$ cat src/rtl/amm_demux_pkg.sv
// Shared types and decode helpers for the Avalon-MM address demultiplexer.
package amm_demux_pkg;

  localparam int unsigned MAX_SLV = 16;

  typedef int unsigned win_arr_t [MAX_SLV];

  // Width of an index that can name n slaves plus the dummy slot.
  function automatic int unsigned idx_width(input int unsigned n);
    return (n < 1) ? 1 : $clog2(n + 1);
  endfunction

  // Lowest-index window containing addr wins; no match returns n (dummy).
  function automatic int unsigned decode_slave(input logic [63:0] addr,
                                               input win_arr_t    bases,
                                               input win_arr_t    spans,
                                               input int unsigned n);
    int unsigned idx;
    logic        found;
    logic [63:0] lo;
    logic [63:0] hi;
    idx   = n;
    found = 1'b0;
    for (int unsigned i = 0; i < MAX_SLV; i++) begin
      lo = 64'(bases[i]);
      hi = lo + 64'(spans[i]);
      if (!found && (i < n) && (addr >= lo) && (addr < hi)) begin
        idx   = i;
        found = 1'b1;
      end
    end
    return idx;
  endfunction

endpackage

$ cat src/rtl/amm_dummy_slave.sv
// Responder for unmapped accesses: one-cycle read reply and a saturating decode-error count.
module amm_dummy_slave #(
  parameter int unsigned     DATA_W     = 16,
  parameter longint unsigned DUMMY_DATA = 'hFFFF
) (
  input  logic              clk_i,
  input  logic              rst_i,
  input  logic              rd_acc_i,
  input  logic              wr_acc_i,
  output logic              rsp_valid_o,
  output logic [DATA_W-1:0] rsp_data_o,
  output logic [15:0]       decerr_cnt_o
);

  logic        rsp_valid_q;
  logic        rsp_valid_d;
  logic [15:0] decerr_q;
  logic [15:0] decerr_d;

  always_comb begin
    rsp_valid_d = rd_acc_i;
    decerr_d    = decerr_q;
    if ((rd_acc_i || wr_acc_i) && (decerr_q != '1)) begin
      decerr_d = decerr_q + 16'd1;
    end
  end

  always_ff @(posedge clk_i or posedge rst_i) begin
    if (rst_i) begin
      rsp_valid_q <= 1'b0;
      decerr_q    <= '0;
    end else begin
      rsp_valid_q <= rsp_valid_d;
      decerr_q    <= decerr_d;
    end
  end

  assign rsp_valid_o  = rsp_valid_q;
  assign rsp_data_o   = rsp_valid_q ? DATA_W'(DUMMY_DATA) : '0;
  assign decerr_cnt_o = decerr_q;

endmodule

$ cat src/rtl/amm_demux_pipe.sv
// Avalon-MM 1-to-N address demultiplexer; read responses are steered by the
// slave that owns the outstanding reads, not by the current address.
module amm_demux_pipe
  import amm_demux_pkg::*;
#(
  parameter int unsigned     SLV_CNT            = 2,
  parameter int unsigned     ADDR_W             = 32,
  parameter int unsigned     DATA_W             = 16,
  parameter int              SLV_BASE [SLV_CNT] = '{0, 'h100},
  parameter int              SLV_SPAN [SLV_CNT] = '{'h100, 'h100},
  parameter int unsigned     MAX_PEND           = 4,
  parameter longint unsigned DUMMY_DATA         = 'hFFFF
) (
  input  logic                            clk_i,
  input  logic                            rst_i,
  input  logic [ADDR_W-1:0]               mst_address_i,
  input  logic                            mst_read_i,
  input  logic                            mst_write_i,
  input  logic [DATA_W-1:0]               mst_writedata_i,
  output logic                            mst_waitrequest_o,
  output logic                            mst_readdatavalid_o,
  output logic [DATA_W-1:0]               mst_readdata_o,
  output logic [SLV_CNT-1:0][ADDR_W-1:0]  slv_address_o,
  output logic [SLV_CNT-1:0]              slv_read_o,
  output logic [SLV_CNT-1:0]              slv_write_o,
  output logic [SLV_CNT-1:0][DATA_W-1:0]  slv_writedata_o,
  input  logic [SLV_CNT-1:0]              slv_waitrequest_i,
  input  logic [SLV_CNT-1:0]              slv_readdatavalid_i,
  input  logic [SLV_CNT-1:0][DATA_W-1:0]  slv_readdata_i,
  output logic [15:0]                     decerr_cnt_o,
  output logic                            unexp_rsp_o
);

  localparam int unsigned      SEL_W  = idx_width(SLV_CNT);
  localparam int unsigned      PEND_W = idx_width(MAX_PEND);
  localparam logic [SEL_W-1:0] DUMMY  = SEL_W'(SLV_CNT);

  function automatic win_arr_t pad_win(input int arr [SLV_CNT]);
    win_arr_t r;
    for (int unsigned i = 0; i < MAX_SLV; i++) r[i] = 0;
    for (int unsigned i = 0; i < SLV_CNT; i++) r[i] = unsigned'(arr[i]);
    return r;
  endfunction

  localparam win_arr_t BASES = pad_win(SLV_BASE);
  localparam win_arr_t SPANS = pad_win(SLV_SPAN);

  logic [SEL_W-1:0]  sel;
  logic [SEL_W-1:0]  rd_slv_q;
  logic [SEL_W-1:0]  rd_slv_d;
  logic [PEND_W-1:0] pend_q;
  logic [PEND_W-1:0] pend_d;
  logic              unexp_q;
  logic              unexp_d;
  logic              blk;
  logic              ws;
  logic              rd_acc;
  logic              wr_acc;
  logic              exp_rsp;
  logic [SLV_CNT:0]  vld_all;
  logic [SLV_CNT:0]  exp_mask;
  logic              dummy_rd;
  logic              dummy_wr;
  logic              dummy_vld;
  logic [DATA_W-1:0] dummy_data;

  always_comb begin
    sel = SEL_W'(decode_slave(64'(mst_address_i), BASES, SPANS, SLV_CNT));
  end

  always_comb begin
    ws = 1'b0;
    for (int unsigned i = 0; i < SLV_CNT; i++) begin
      if (sel == SEL_W'(i)) ws = slv_waitrequest_i[i];
    end
    // blk looks only at the registered count, so a response arriving while
    // full does not free a slot until the next cycle.
    blk = (pend_q == PEND_W'(MAX_PEND)) || ((pend_q != '0) && (sel != rd_slv_q));
    mst_waitrequest_o = ws | (mst_read_i & blk);
    rd_acc   = mst_read_i & ~mst_waitrequest_o;
    wr_acc   = mst_write_i & ~mst_read_i & ~mst_waitrequest_o;
    dummy_rd = rd_acc && (sel == DUMMY);
    dummy_wr = wr_acc && (sel == DUMMY);
    for (int unsigned i = 0; i < SLV_CNT; i++) begin
      slv_address_o[i]   = mst_address_i;
      slv_writedata_o[i] = mst_writedata_i;
      slv_read_o[i]      = mst_read_i && (sel == SEL_W'(i)) && !blk;
      slv_write_o[i]     = mst_write_i && (sel == SEL_W'(i));
    end
  end

  // Dummy valid occupies the top bit so one mask separates expected from stray responses.
  always_comb begin
    vld_all = {dummy_vld, slv_readdatavalid_i};
    for (int unsigned i = 0; i <= SLV_CNT; i++) begin
      exp_mask[i] = (pend_q != '0) && (rd_slv_q == SEL_W'(i));
    end
    exp_rsp = |(vld_all & exp_mask);
    unexp_d = |(vld_all & ~exp_mask);
    mst_readdatavalid_o = exp_rsp;
    mst_readdata_o      = '0;
    if (exp_rsp) begin
      if (rd_slv_q == DUMMY) begin
        mst_readdata_o = dummy_data;
      end else begin
        for (int unsigned i = 0; i < SLV_CNT; i++) begin
          if (rd_slv_q == SEL_W'(i)) mst_readdata_o = slv_readdata_i[i];
        end
      end
    end
  end

  always_comb begin
    rd_slv_d = rd_acc ? sel : rd_slv_q;
    pend_d   = pend_q;
    if (rd_acc && !exp_rsp) begin
      pend_d = pend_q + PEND_W'(1);
    end else if (!rd_acc && exp_rsp) begin
      pend_d = pend_q - PEND_W'(1);
    end
  end

  always_ff @(posedge clk_i or posedge rst_i) begin
    if (rst_i) begin
      rd_slv_q <= '0;
      pend_q   <= '0;
      unexp_q  <= 1'b0;
    end else begin
      rd_slv_q <= rd_slv_d;
      pend_q   <= pend_d;
      unexp_q  <= unexp_d;
    end
  end

  assign unexp_rsp_o = unexp_q;

  amm_dummy_slave #(
    .DATA_W     (DATA_W),
    .DUMMY_DATA (DUMMY_DATA)
  ) u_dummy (
    .clk_i        (clk_i),
    .rst_i        (rst_i),
    .rd_acc_i     (dummy_rd),
    .wr_acc_i     (dummy_wr),
    .rsp_valid_o  (dummy_vld),
    .rsp_data_o   (dummy_data),
    .decerr_cnt_o (decerr_cnt_o)
  );

  // Simultaneous read and write from the master is illegal.
  a_no_rd_wr: assert property (@(posedge clk_i) disable iff (rst_i)
                               !(mst_read_i && mst_write_i));

endmodule

$ cat config.mk
export PLATFORM = sky130hd
export DESIGN_NAME = amm_demux_pipe
export DESIGN_NICKNAME = d
export VERILOG_FILES = /design/src/rtl/amm_demux_pkg.sv /design/src/rtl/amm_dummy_slave.sv /design/src/rtl/amm_demux_pipe.sv
export SDC_FILE = /design/constraint.sdc
export NUM_CORES = 1
export LEC_CHECK = 0
export ABC_AREA = 1
export BUFFER_PORTS_ARGS = -buffer_cell sky130_fd_sc_hd__buf_2
export CORE_AREA = 2 2 87 89
export DETAILED_ROUTE_END_ITERATION = 8
export DIE_AREA = 0 0 89 91
export MAX_ROUTING_LAYER = met4
export PLACE_DENSITY = 0.83
export RECOVER_POWER = 25
export SKIP_CTS_REPAIR_TIMING = 1
export SLEW_MARGIN = 20
export SYNTH_ARGS = -nofsm -noshare
export SYNTH_HDL_FRONTEND = slang
export SYNTH_HIERARCHICAL = 1
export SYNTH_SLANG_ARGS = --single-unit
export TNS_END_PERCENT = 30
$ cat constraint.sdc
create_clock -name clk_i -period 4.63 [get_ports clk_i]
set_clock_uncertainty 0.1 [all_clocks]
set_input_delay 0.926 -clock clk_i [delete_from_list [all_inputs] [get_ports clk_i]]
set_output_delay 0.926 -clock clk_i [all_outputs]
set_load 0.05 [all_outputs]
==> metrics.md <==
| Metric | Value |
|---|---|
| Vias in the first global route | roughly 2600 |
| CP cell instances | inv_1, nor2_1, nand3_1, nand3_2, nand2_1, inv_1, buf_2 |
| Slowest CP cell | nor2_1 |
| Wirelength, routed | slightly below 7 mm |
| Area grow syn2layout | 1.52% |
| Post-DP HPWL | roughly 5.7 mm |
| Initial antenna violation count | 0 |
| H-tree depth | 1 |
| P_leak | 1.78 nW |
| Initial Utilization | slightly above 40% |
| Tmin final | about 3600 ps |
| PwrDens | approximately 490 nW/um^2 |
| VDD IR max | 298 uV |
| DRC Markers | 0 |
| Routed WL per cell | between 10 and 15 um |
| Worst EP arrival | 2610 ps |
| Worst Setup End Kind | output port |
| Cells after Synth | around 470 |
| # diodes | 0 |
| Max-cap violation count | 0 |
| Setup TNS Final | 0 ps |
| Distinct cells, synth | 27 |
| CP max stage delay | just under 900 ps |
| Crit-path most repeated cell | inv_1 |
| Syn Area/Cell | roughly 6.4 um^2 |
| Die Span Y | about 91 um |
| Gr ovfl total | 0 |
| Drt pass-1 iters | 4 |
| Min-Delay Path Class | flop to flop |
| Yosys top cell area share | 28.3% |
| Pre-CTS setup slack | 1120 ps |
| Placed Area | 2970 um^2 |
| Main synth FF type | dfrtp_1 |
| Final Hold Fails | 0 |
| Finish-stage setup viols | 0 |
| Routability cong. | 0.880 |
| Largest net degree at the start of global routing | 19 |
| Synth Register Bits | 23 |
| Die Width | between 80 and 90 um |
| Clk sink count | 23 |
| IO Port Bufs | 150 |
| Reg clk slew, reported paths | about 80 ps |
| Slew Limit Fails | 0 |
| DR iter-0 viols | approximately 130 |
| Final net count | 597 |
| Crit path launch type | flop |
| CTS tree | done |
| CTS root buf | clkbuf_8 |
| Setup CP Type | flop to output port |
| Post-Syn Area | between 2000 and 3000 um^2 |
| Post-route ant nets | 0 |
| Gr usage total | 16.9% |
| Via/cell ratio | approximately 4.6 |
| Final instance area | 3010 um^2 |
| Worst slew margin | 22.8% |
| Setup ws final | about 990 ps |
| Top-count cell post-synth | nand2_1 |
| Post-synth EDFFs | 0 |
| Row count | 31 |
| Area leader, netlist | buf_4 |
| I/O pin count | about 220 |
| Clock tree buffer depth | 2 |
| Worst EP required | between 3000 and 4000 ps |
| RSZ-0062 raised after global routing | false |
| Tcrit/Tclk final | about four fifths |
| Share of layout cells above drive strength 1 | 36.2% |
| Sequential cell area fraction in the yosys report | about a fifth |
| Fill cells | 777 |
| Critical path peak fanout | 18 |
| TritonCTS Buffers | 3 |
| Top post-synthesis cells by area | buf_4, dfrtp_1, nand2_1, inv_1, nor2_1 |
| Worst slew pin tran | about 1200 ps |
| Routed vias | 2788 |
| Max Clock Freq | about 0.27 GHz |
| Yosys warnings | 6 |
| Status | finished, final reports clean |
| Die Area | between 8000 and 9000 um^2 |
| Post-Syn Nets | 558 |
| R2R Setup Slk | between 1000 and 1500 ps |
| Clock Latency Late Sink | between 200 and 300 ps |
| Total core area | 7140 um^2 |
| Fraction of registers with async set/reset | between 90% and 100% |
| First-pass GRT wire length | around 11 mm |
| Most instantiated cells after synthesis | nand2_1, buf_4, inv_1 |
==> routing by layer <==
metal / GRT usage (%) / part of all wire, % / vias up
li1: - / - / 1395
met1: 17.7 / 37 / 1255
met2: 32.7 / 54 / 122
met3: 1.82 / 7.3 / 16
met5: - / 0 / -
met4: 4.10 / 0.91 / 0
==> cell type report <==
class | instances | area, um^2 | area share (%)
inverters | 53 | 199 | 6.61
flip-flops and latches | 23 | 576 | 19.1
well taps | 99 | 124 | 4.11
clock inverters | 1 | 5.00 | 0.166
repair buffers | 151 | 756 | 25.1
multi-input cells | 274 | 1310 | 43.5
clock buffers | 3 | 41.3 | 1.37
==> per-stage QoR <==
| stage | utilization (%) | instances | hold slack (ps) | power (W) |
|---|---|---|---|---|
| 3_3_place_gp | 41.6 | 600 | 413 | 0.00134 |
| 4_1_cts | 42.3 | 604 | 443 | 0.00150 |
| 5_1_grt | 42.2 | 604 | 477 | 0.00162 |
| 6_report | 42.2 | 604 | 442 | 0.00149 |
| 2_1_floorplan | - | 467 | 394 | 0.00137 |
| 3_5_place_dp | 41.6 | 600 | 431 | 0.00138 |
==> registers in the layout, summed over array words and instances (netlist names) <==
register,cells
u_dummy/decerr_cnt_o,16
pend_q,3
rd_slv_q,2
u_dummy/rsp_valid_o,1
unexp_rsp_o,1
==> worst paths after layout <==
| check | start | endpoint | cells past startpoint |
|---|---|---|---|
| worst max-delay path | rd_slv_q[0] | mst_readdata_o[7] | 7 |
| worst min-delay path | pend_q[2] | pend_q[2] | 2 |
| worst max register to register | rd_slv_q[0] | pend_q[1] | 9 |
| worst min register to register | pend_q[2] | pend_q[2] | 2 |
| max in group asynchronous | rst_i | u_dummy/decerr_cnt_o[6] | 2 |
| min in group asynchronous | rst_i | pend_q[0] | 2 |
==> worst max-delay path: cells and delay by family, from the launching register on <==
family,cells,cell delay [ps]
and+or+nand+nor,4,1500
DFF,1,430
buffers and inverters,3,400
==> cells by family after synthesis <==
kind of cell,after synthesis,share of synthesized area [%]
simple gates,248,37.2
buf+inv,170,36.3
flops,23,19.4
compound gates,17,3.71
xor+xnor,5,1.48
fa+ha+maj,3,1.52
mux,1,0.380
==> cell usage in the layout (no fill, tap or decap), types with 3 or more instances in the layout <==
cell,count
buf_2,148
nand2_1,144
inv_1,52
nor2_1,39
nand3_1,28
dfrtp_1,23
nand4_1,12
nor2_2,8
o21ai_0,8
nand2_2,7
nor2_4,4
o21ai_2,4
nand3_2,3
xnor2_1,3
clkbuf_8,3
==> power by group <==
part | internal (W) | switching [W] | total [W]
logic | 0.000266 | 0.000762 | 0.00103
registers | 0.000255 | 0.0000795 | 0.000335
clock network | 0.0000601 | 0.0000651 | 0.000125
total | 0.000582 | 0.000906 | 0.00149
(Power assumes the default switching activity.)
